==> src/rtl/p2s_pkg.sv <==
// ---------------------------------------------------------------------------
// p2s_pkg
// Shared definitions for the parallel-to-serial controller:
//   - command register addresses (TXDATA / CTRL / STATUS)
//   - bit positions inside the CTRL and STATUS registers
//   - serializer state enumeration
// Configuration macro honoured by the design: P2S_PARITY_EN
// ---------------------------------------------------------------------------
package p2s_pkg;

    // Register addresses on the command bus
    localparam int ADDR_TXDATA = 0;
    localparam int ADDR_CTRL   = 1;
    localparam int ADDR_STATUS = 2;

    // CTRL register fields
    localparam int CTRL_ENABLE_BIT    = 0;
    localparam int CTRL_LSB_FIRST_BIT = 1;

    // STATUS register fields
    localparam int STAT_EMPTY_BIT    = 0;
    localparam int STAT_FULL_BIT     = 1;
    localparam int STAT_OVF_BIT      = 2;
    localparam int STAT_SHIFTING_BIT = 3;

    // Serializer states; PAR is only reachable when parity is compiled in
    typedef enum logic [1:0] {
        IDLE  = 2'd0,
        SHIFT = 2'd1,
        PAR   = 2'd2
    } serState_t;

endpackage

==> src/rtl/p2s_fifo.sv <==
// ---------------------------------------------------------------------------
// p2s_fifo
// Synchronous single-clock FIFO holding words waiting to be serialised.
// Full/empty are decoded from the registered occupancy count, so a push
// into a full FIFO is dropped even when a pop happens in the same cycle.
// Ports:
//   i_clk, i_rst   clock, synchronous active-high reset
//   i_push         write i_wrData (ignored when full)
//   i_pop          discard head word (ignored when empty)
//   i_wrData       word to store
//   o_rdData       current head word (valid when not empty)
//   o_full/o_empty occupancy flags
//   o_count        number of stored words, $clog2(DEPTH)+1 bits
// ---------------------------------------------------------------------------
module p2s_fifo #(
    parameter int DATA_W = 8,
    parameter int DEPTH  = 4
) (
    input  logic                      i_clk,
    input  logic                      i_rst,
    input  logic                      i_push,
    input  logic                      i_pop,
    input  logic [DATA_W-1:0]         i_wrData,
    output logic [DATA_W-1:0]         o_rdData,
    output logic                      o_full,
    output logic                      o_empty,
    output logic [$clog2(DEPTH):0]    o_count
);

    localparam int PTR_W = $clog2(DEPTH);
    localparam int CNT_W = PTR_W + 1;

    logic [DATA_W-1:0] r_mem [DEPTH];
    logic [PTR_W-1:0]  r_wrPtr;
    logic [PTR_W-1:0]  r_rdPtr;
    logic [CNT_W-1:0]  r_count;
    logic              w_doPush;
    logic              w_doPop;

    assign o_full   = (r_count == CNT_W'(DEPTH));
    assign o_empty  = (r_count == '0);
    assign o_count  = r_count;
    assign o_rdData = r_mem[r_rdPtr];

    assign w_doPush = i_push & ~o_full;
    assign w_doPop  = i_pop & ~o_empty;

    // Storage array; contents need no reset because the count guards them
    always_ff @(posedge i_clk) begin
        if (w_doPush) begin
            r_mem[r_wrPtr] <= i_wrData;
        end
    end

    // Pointers wrap naturally because DEPTH is a power of two
    always_ff @(posedge i_clk) begin
        if (i_rst) begin
            r_wrPtr <= '0;
            r_rdPtr <= '0;
            r_count <= '0;
        end else begin
            if (w_doPush) begin
                r_wrPtr <= r_wrPtr + PTR_W'(1);
            end
            if (w_doPop) begin
                r_rdPtr <= r_rdPtr + PTR_W'(1);
            end
            case ({w_doPush, w_doPop})
                2'b10:   r_count <= r_count + CNT_W'(1);
                2'b01:   r_count <= r_count - CNT_W'(1);
                default: r_count <= r_count;
            endcase
        end
    end

endmodule

==> src/rtl/p2s_ser_ctrl.sv <==
// ---------------------------------------------------------------------------
// p2s_ser_ctrl
// Register-controlled parallel-to-serial converter. Words written to TXDATA
// are queued in a FIFO and shifted out on ser_out, one bit every BIT_DIV
// clocks, with ser_en framing each word.
// Optional feature macro: P2S_PARITY_EN -- appends one even-parity bit
// period to every frame.
// Ports:
//   clk, rst            clock, synchronous active-high reset
//   cmd, rnw            command strobe and read(1)/write(0) select
//   addr, data_in       register address and write data
//   data_out, rd_valid  registered read data and its one-cycle strobe
//   busy                registered FIFO-full indication
//   ser_out, ser_en     serial bit and frame strobe
// ---------------------------------------------------------------------------
module p2s_ser_ctrl
    import p2s_pkg::*;
#(
    parameter int DATA_W  = 8,
    parameter int ADDR_W  = 8,
    parameter int DEPTH   = 4,
    parameter int BIT_DIV = 1
) (
    input  logic              clk,
    input  logic              rst,
    input  logic              cmd,
    input  logic              rnw,
    input  logic [ADDR_W-1:0] addr,
    input  logic [DATA_W-1:0] data_in,
    output logic [DATA_W-1:0] data_out,
    output logic              rd_valid,
    output logic              busy,
    output logic              ser_out,
    output logic              ser_en
);

    localparam int CNT_W = $clog2(DEPTH) + 1;
    localparam int DIV_W = (BIT_DIV > 1) ? $clog2(BIT_DIV) : 1;
    localparam int BIT_W = $clog2(DATA_W);

    // Command decode
    logic w_isWrite;
    logic w_isRead;
    logic w_txWrite;
    logic w_ctrlWrite;
    logic w_statusRead;

    // FIFO interface
    logic [DATA_W-1:0] w_fifoHead;
    logic              w_full;
    logic              w_empty;
    logic [CNT_W-1:0]  w_count;
    logic [CNT_W-1:0]  w_countNext;
    logic              w_pushOk;
    logic              w_pop;

    // Control / status registers
    logic r_enable;
    logic r_lsbCfg;
    logic r_ovf;
    logic r_busy;

    // Read path
    logic [DATA_W-1:0] w_rdData;
    logic [DATA_W-1:0] r_dataOut;
    logic              r_rdValid;

    // Serializer
    serState_t         r_state;
    serState_t         w_stateNext;
    logic [DATA_W-1:0] r_shift;
    logic              r_txLsbFirst;
    logic [BIT_W-1:0]  r_bitCnt;
    logic [DIV_W-1:0]  r_divCnt;
    logic              w_bitEnd;
    logic              w_lastBit;
`ifdef P2S_PARITY_EN
    logic              r_parity;
`endif

    assign w_isWrite    = cmd & ~rnw;
    assign w_isRead     = cmd & rnw;
    assign w_txWrite    = w_isWrite & (addr == ADDR_W'(ADDR_TXDATA));
    assign w_ctrlWrite  = w_isWrite & (addr == ADDR_W'(ADDR_CTRL));
    assign w_statusRead = w_isRead & (addr == ADDR_W'(ADDR_STATUS));
    assign w_pushOk     = w_txWrite & ~w_full;

    assign w_bitEnd  = (r_divCnt == DIV_W'(BIT_DIV - 1));
    assign w_lastBit = (r_bitCnt == BIT_W'(DATA_W - 1));

    assign data_out = r_dataOut;
    assign rd_valid = r_rdValid;
    assign busy     = r_busy;

    p2s_fifo #(
        .DATA_W (DATA_W),
        .DEPTH  (DEPTH)
    ) u_fifo (
        .i_clk    (clk),
        .i_rst    (rst),
        .i_push   (w_txWrite),
        .i_pop    (w_pop),
        .i_wrData (data_in),
        .o_rdData (w_fifoHead),
        .o_full   (w_full),
        .o_empty  (w_empty),
        .o_count  (w_count)
    );

    // Occupancy after this edge, so busy can be a plain register that
    // tracks full without lagging a cycle behind the FIFO
    always_comb begin
        w_countNext = w_count;
        if (w_pushOk && !w_pop) begin
            w_countNext = w_count + CNT_W'(1);
        end else if (!w_pushOk && w_pop) begin
            w_countNext = w_count - CNT_W'(1);
        end
    end

    // CTRL register, overflow flag and busy
    always_ff @(posedge clk) begin
        if (rst) begin
            r_enable <= 1'b0;
            r_lsbCfg <= 1'b0;
            r_ovf    <= 1'b0;
            r_busy   <= 1'b0;
        end else begin
            if (w_ctrlWrite) begin
                r_enable <= data_in[CTRL_ENABLE_BIT];
                r_lsbCfg <= data_in[CTRL_LSB_FIRST_BIT];
            end
            // Only one command per cycle, so a dropped push and a STATUS
            // read can never collide
            if (w_txWrite && w_full) begin
                r_ovf <= 1'b1;
            end else if (w_statusRead) begin
                r_ovf <= 1'b0;
            end
            r_busy <= (w_countNext == CNT_W'(DEPTH));
        end
    end

    // Register read multiplexer; unmapped and write-only addresses read 0
    always_comb begin
        w_rdData = '0;
        if (addr == ADDR_W'(ADDR_CTRL)) begin
            w_rdData[CTRL_ENABLE_BIT]    = r_enable;
            w_rdData[CTRL_LSB_FIRST_BIT] = r_lsbCfg;
        end else if (addr == ADDR_W'(ADDR_STATUS)) begin
            w_rdData[STAT_EMPTY_BIT]    = w_empty;
            w_rdData[STAT_FULL_BIT]     = w_full;
            w_rdData[STAT_OVF_BIT]      = r_ovf;
            w_rdData[STAT_SHIFTING_BIT] = (r_state != IDLE);
        end
    end

    // Read response is registered and pulses for one cycle
    always_ff @(posedge clk) begin
        if (rst) begin
            r_dataOut <= '0;
            r_rdValid <= 1'b0;
        end else begin
            r_rdValid <= w_isRead;
            if (w_isRead) begin
                r_dataOut <= w_rdData;
            end
        end
    end

    // Serializer state register
    always_ff @(posedge clk) begin
        if (rst) begin
            r_state <= IDLE;
        end else begin
            r_state <= w_stateNext;
        end
    end

    // Serializer next-state logic; enable is only consulted in IDLE, so
    // clearing it mid-word lets the current frame finish
    always_comb begin
        w_stateNext = r_state;
        case (r_state)
            IDLE: begin
                if (r_enable && !w_empty) begin
                    w_stateNext = SHIFT;
                end
            end
            SHIFT: begin
                if (w_bitEnd && w_lastBit) begin
`ifdef P2S_PARITY_EN
                    w_stateNext = PAR;
`else
                    w_stateNext = IDLE;
`endif
                end
            end
`ifdef P2S_PARITY_EN
            PAR: begin
                if (w_bitEnd) begin
                    w_stateNext = IDLE;
                end
            end
`endif
            default: w_stateNext = IDLE;
        endcase
    end

    // Serializer outputs; the pop happens on the same edge that loads
    // the shift register
    always_comb begin
        ser_en  = 1'b0;
        ser_out = 1'b0;
        w_pop   = 1'b0;
        case (r_state)
            IDLE: begin
                w_pop = r_enable & ~w_empty;
            end
            SHIFT: begin
                ser_en  = 1'b1;
                ser_out = r_txLsbFirst ? r_shift[0] : r_shift[DATA_W-1];
            end
`ifdef P2S_PARITY_EN
            PAR: begin
                ser_en  = 1'b1;
                ser_out = r_parity;
            end
`endif
            default: begin
                ser_en  = 1'b0;
                ser_out = 1'b0;
            end
        endcase
    end

    // Shift register and bit/period counters. The outgoing bit always sits
    // at one end of r_shift, so shifting toward it exposes the next bit.
    always_ff @(posedge clk) begin
        if (rst) begin
            r_shift      <= '0;
            r_txLsbFirst <= 1'b0;
            r_bitCnt     <= '0;
            r_divCnt     <= '0;
`ifdef P2S_PARITY_EN
            r_parity     <= 1'b0;
`endif
        end else if (w_pop) begin
            r_shift      <= w_fifoHead;
            r_txLsbFirst <= r_lsbCfg;
            r_bitCnt     <= '0;
            r_divCnt     <= '0;
`ifdef P2S_PARITY_EN
            r_parity     <= ^w_fifoHead;
`endif
        end else if (r_state != IDLE) begin
            if (w_bitEnd) begin
                r_divCnt <= '0;
                if (r_state == SHIFT) begin
                    r_bitCnt <= r_bitCnt + BIT_W'(1);
                    if (r_txLsbFirst) begin
                        r_shift <= {1'b0, r_shift[DATA_W-1:1]};
                    end else begin
                        r_shift <= {r_shift[DATA_W-2:0], 1'b0};
                    end
                end
            end else begin
                r_divCnt <= r_divCnt + DIV_W'(1);
            end
        end
    end

endmodule
==> config.mk <==
export PLATFORM = sky130hd
export DESIGN_NAME = p2s_ser_ctrl
export DESIGN_NICKNAME = d
export VERILOG_FILES = /design/src/rtl/p2s_pkg.sv /design/src/rtl/p2s_fifo.sv /design/src/rtl/p2s_ser_ctrl.sv
export SDC_FILE = /design/constraint.sdc
export NUM_CORES = 1
export LEC_CHECK = 0
export CAP_MARGIN = 20
export CORE_MARGIN = 2
export CORE_UTILIZATION = 30
export DETAILED_ROUTE_END_ITERATION = 6
export PLACE_DENSITY = 0.49
export SLEW_MARGIN = 10
export SYNTH_ARGS = -nofsm -noshare
export SYNTH_HDL_FRONTEND = slang
export SYNTH_SLANG_ARGS = --single-unit
==> constraint.sdc <==
create_clock -name clk -period 5.1 [get_ports clk]
set_input_delay 0.765 -clock clk [delete_from_list [all_inputs] [get_ports clk]]
set_output_delay 0.765 -clock clk [all_outputs]
set_load 0.1 [all_outputs]
==> results.md <==
* Outcome: completed
* Area overhead of the layout relative to synthesis at 19.5%
* Arrival time worst endpoint at 2.32 ns
* Wire length of the first global-routing pass at 9170 µm
* Worst-case register-to-register setup slack at 2.54 ns
* GR Layer Usage met1 at 15.5%
* Fill cells at 913
* Total setup violations reported at the end of the flow at 0
* Launch point of the worst hold path: data_out[0]
* Count of flip-flops with a built-in enable after synthesis at 32
* Number of global-route vias before repair at 1819
* Startpoint of the most critical register-to-register path: u_fifo.o_count[0]
* Detailed Routing Iterations Pass 1 at 4
* Total of buffers placed on input and output ports at 27
* Setup slack after placement at 1.85 ns
* Number of placed cells counting well taps at 357
* PostCTS Resize Cnt at 0
* Critical Path Max Stage Delay at 1.14 ns
* Worst-Margin Slew at 0.975 ns
* I/O pin count at 32
* Classification of the worst setup path: register to output pin
* DR DRC count at 0
* Number of buffers inserted for hold repair after clock tree synthesis at 0
* Fraction of the yosys area taken by sequential cells at 55.9%
* Maximum number of pins on one net before global-route repair at 31
* Met3 track demand over resource at 2.77%
* Number of nets in the layout at 287
* Area of the die at 0.0102 mm²
* Ys async rst share at 0%
* Buffers plus inverters on the worst setup path at 1
* Final-report hold violation count at 0
* Max-slew violations at 0
* CP max-delay cell: sky130_fd_sc_hd__clkdlybuf4s50_1
* Worst clock skew on the final layout at 0.00999 ns
* Final cell utilization of the core at 36.8%
* Source-to-sink clock delay at the later pin of the worst-skew pair at 0.34 ns
* Depth of the worst hold-timing path at 2
* Final worst path period share at 60.5%
* Tmin final at 3.09 ns
* Launch point of the worst path: r_txLsbFirst
* Worst-case setup margin in the final layout at 2.01 ns
* TritonCTS Buffers at 9
* Maximum fanout encountered on the critical timing path at 10
* Site row count at 35
* Die outline height at 101 µm
* Die boundary width at 101 µm
* # H-tree levels at 3
* FF-to-FF End: u_fifo.o_count[2]
* Clk slew on worst S/H paths at 0.08 ns
* GRT Resource Usage Total at 12.0%
* HPWL after detailed placement at 3820 µm
* Antenna violations before repair at 0
* Leakage at 0.00112 µW
* Total of warnings raised by yosys at 0
* Clock root buffer master: sky130_fd_sc_hd__clkbuf_8
* Routed wire length per instance at 14.9 µm
* Cell area after placement at 0.00319 mm²
* Detailed Route WL at 5540 µm
* Synthesized area divided by synthesized cell count at 12.4 µm²
* Share of post-route cells with drive strength above 1 at 14.9%
* CP delay by family, top: buffers and inverters
* Maximum buffer depth of the clock tree at 2
* Highest attainable clock frequency at 324 MHz
* Final non-filler cell area at 0.00338 mm²
* Setup repair after global routing missed its margin: false
* Hold worst-path end: data_out[0]
* PD cells at 296 mW/mm²
* Post-Synthesis Cell Area at 0.00283 mm²
* Effective utilization at floorplan at 30.8%
* Violation count after the first detailed-routing iteration at 90
* Number of cells traversed by the worst register-to-register path at 8
* Crit. End Element: output pin
* Critical Path Source Type: register
* IR drop worst, VDD at 0.000110 V
* Postcts setup bufs at 0
* Critical Path, Cell by Cell: mux2i_1 > nor2_1 > clkdlybuf4s50_1
* Antenna violation net count after detailed routing at 0
* Clk sinks at 63
* Flops & latches, synth at 63
* Class of the tightest hold or removal check: register to register
* MaxCap Viol Count at 0
* TritonCTS clock tree: done
* Number of standard cells after synthesis at 228
* GR Util met2 at 18.8%
* Global route hottest layer: met2
* Vias per cell at 4.79
* Overflow left after global routing at 0
* Worst max-slew margin expressed relative to the limit at 34.8%
* Number of vias after detailed routing at 1786
* Prevailing post-synth register cell: sky130_fd_sc_hd__edfxtp_1
* Core Box Area at 0.00920 mm²
* Worst path required time at 4.34 ns
* Non-filler instance count after layout at 373
* Synth unique cells at 44
* Placer congestion estimate at 0.781
* Total negative slack for setup checks at 0 ns
* Antenna diodes at 0
[cells in the final DEF (no fill, tap or decap), types with 3 or more instances in the layout]
cell type	n
sky130_fd_sc_hd__edfxtp_1	32
sky130_fd_sc_hd__nand4_1	4
sky130_fd_sc_hd__nand2b_1	5
sky130_fd_sc_hd__a22oi_1	3
sky130_fd_sc_hd__xnor2_1	3
sky130_fd_sc_hd__mux2i_1	13
sky130_fd_sc_hd__inv_1	6
sky130_fd_sc_hd__a21oi_1	13
sky130_fd_sc_hd__clkbuf_8	9
sky130_fd_sc_hd__o211ai_1	4
sky130_fd_sc_hd__nor3_1	7
sky130_fd_sc_hd__dfxtp_1	31
sky130_fd_sc_hd__clkdlybuf4s50_1	27
sky130_fd_sc_hd__a211oi_1	4
sky130_fd_sc_hd__xor2_1	3
sky130_fd_sc_hd__mux4_2	9
sky130_fd_sc_hd__nor2_1	18
sky130_fd_sc_hd__conb_1	4
sky130_fd_sc_hd__and2_2	5
sky130_fd_sc_hd__and3_1	3
sky130_fd_sc_hd__nand2_1	16
sky130_fd_sc_hd__ha_1	10
[power by group]
group,internal [µW],switching (µW),leakage [µW],total (µW)
Combinational,16.2,29.2,0.000493,45.4
Sequential,531,0.133,0.000537,531
Clock,225,197,0.0000933,422
[flip-flops by register name (all words and copies together) (netlist names), named ones only]
register        flops
busy                1
data_out            4
r_bitCnt            3
r_enable            1
r_lsbCfg            1
r_ovf               1
r_shift             8
r_state             1
r_txLsbFirst        1
rd_valid            1
u_fifo.o_count      3
u_fifo.r_mem       32
u_fifo.r_rdPtr      2
u_fifo.r_wrPtr      2
[worst max-delay path by stage]
| stage | cells past startpoint | to | slack, ns |
|---|---|---|---|
| final | 3 | ser_out | 2.01 |
| after global routing | 3 | ser_out | 1.87 |
| after CTS | 3 | ser_out | 1.99 |
| after detailed placement | 7 | u_fifo.o_count[2] | 1.85 |
| after global placement | 7 | u_fifo.o_count[2] | 1.89 |
| after floorplan | 3 | ser_out | 1.71 |
[worst reg2reg max path, stage by stage (launching register included)]
cell and delay (ns):
sky130_fd_sc_hd__dfxtp_1 0.42, sky130_fd_sc_hd__inv_1 0.11, sky130_fd_sc_hd__ha_1 0.25, sky130_fd_sc_hd__nand2b_1 0.33, sky130_fd_sc_hd__nand2_1 0.22, sky130_fd_sc_hd__inv_2 0.23, sky130_fd_sc_hd__ha_1 0.32, sky130_fd_sc_hd__or3_2 0.49
sky130_fd_sc_hd__a21oi_1 0.14
[kinds of logic after synthesis]
family                     count (synthesis)  synth area share [%]
and+or+nand+nor                           70                  13.4
DFF                                       63                  55.9
AOI/OAI and AO/OA                         33                  7.96
muxes                                     24                  12.6
buffers and inverters                     21                  3.71
adders and majority gates                 10                  4.42
xor gates and xnor gates                   6                  1.86
other                                      1                 0.133
[area by class of cell]
type,count,area (µm²),area share [%]
multi-input combinational,147,1150,34.1
clock buffer,9,124,3.66
inverter,7,26.3,0.777
clock inverter,7,71.3,2.11
tap,111,139,4.11
timing repair buffer,29,285,8.44
sequential,63,1580,46.8
[metrics by stage]
| stage | hold slack [ns] | total power, µW |
|---|---|---|
| after CTS | 0.462 | 1010 |
| after detailed placement | 0.453 | 588 |
| after floorplan | 0.442 | 567 |
| after global routing | 0.498 | 1040 |
| final | 0.466 | 999 |
| after global placement | 0.444 | 588 |
[per-layer routing]
metal,up-vias,share of wire [%]
met2,23,49
li1,889,-
met1,866,47
met4,0,1.7
met3,8,2.0
met5,-,0
[cells in the mapped netlist, drive strengths merged, types with 7 or more instances]
| master | n | area (µm²) |
|---|---|---|
| nor3 | 7 | 35.0 |
| nor2 | 18 | 67.6 |
| ha | 10 | 125 |
| a21oi | 13 | 65.1 |
| buf | 8 | 56.3 |
| inv | 7 | 26.3 |
| nand2 | 16 | 60.1 |
| mux4 | 9 | 203 |
| mux2i | 13 | 130 |
| dfxtp | 31 | 621 |
| edfxtp | 32 | 961 |
No activity file was read; power rests on OpenSTA's default activity.
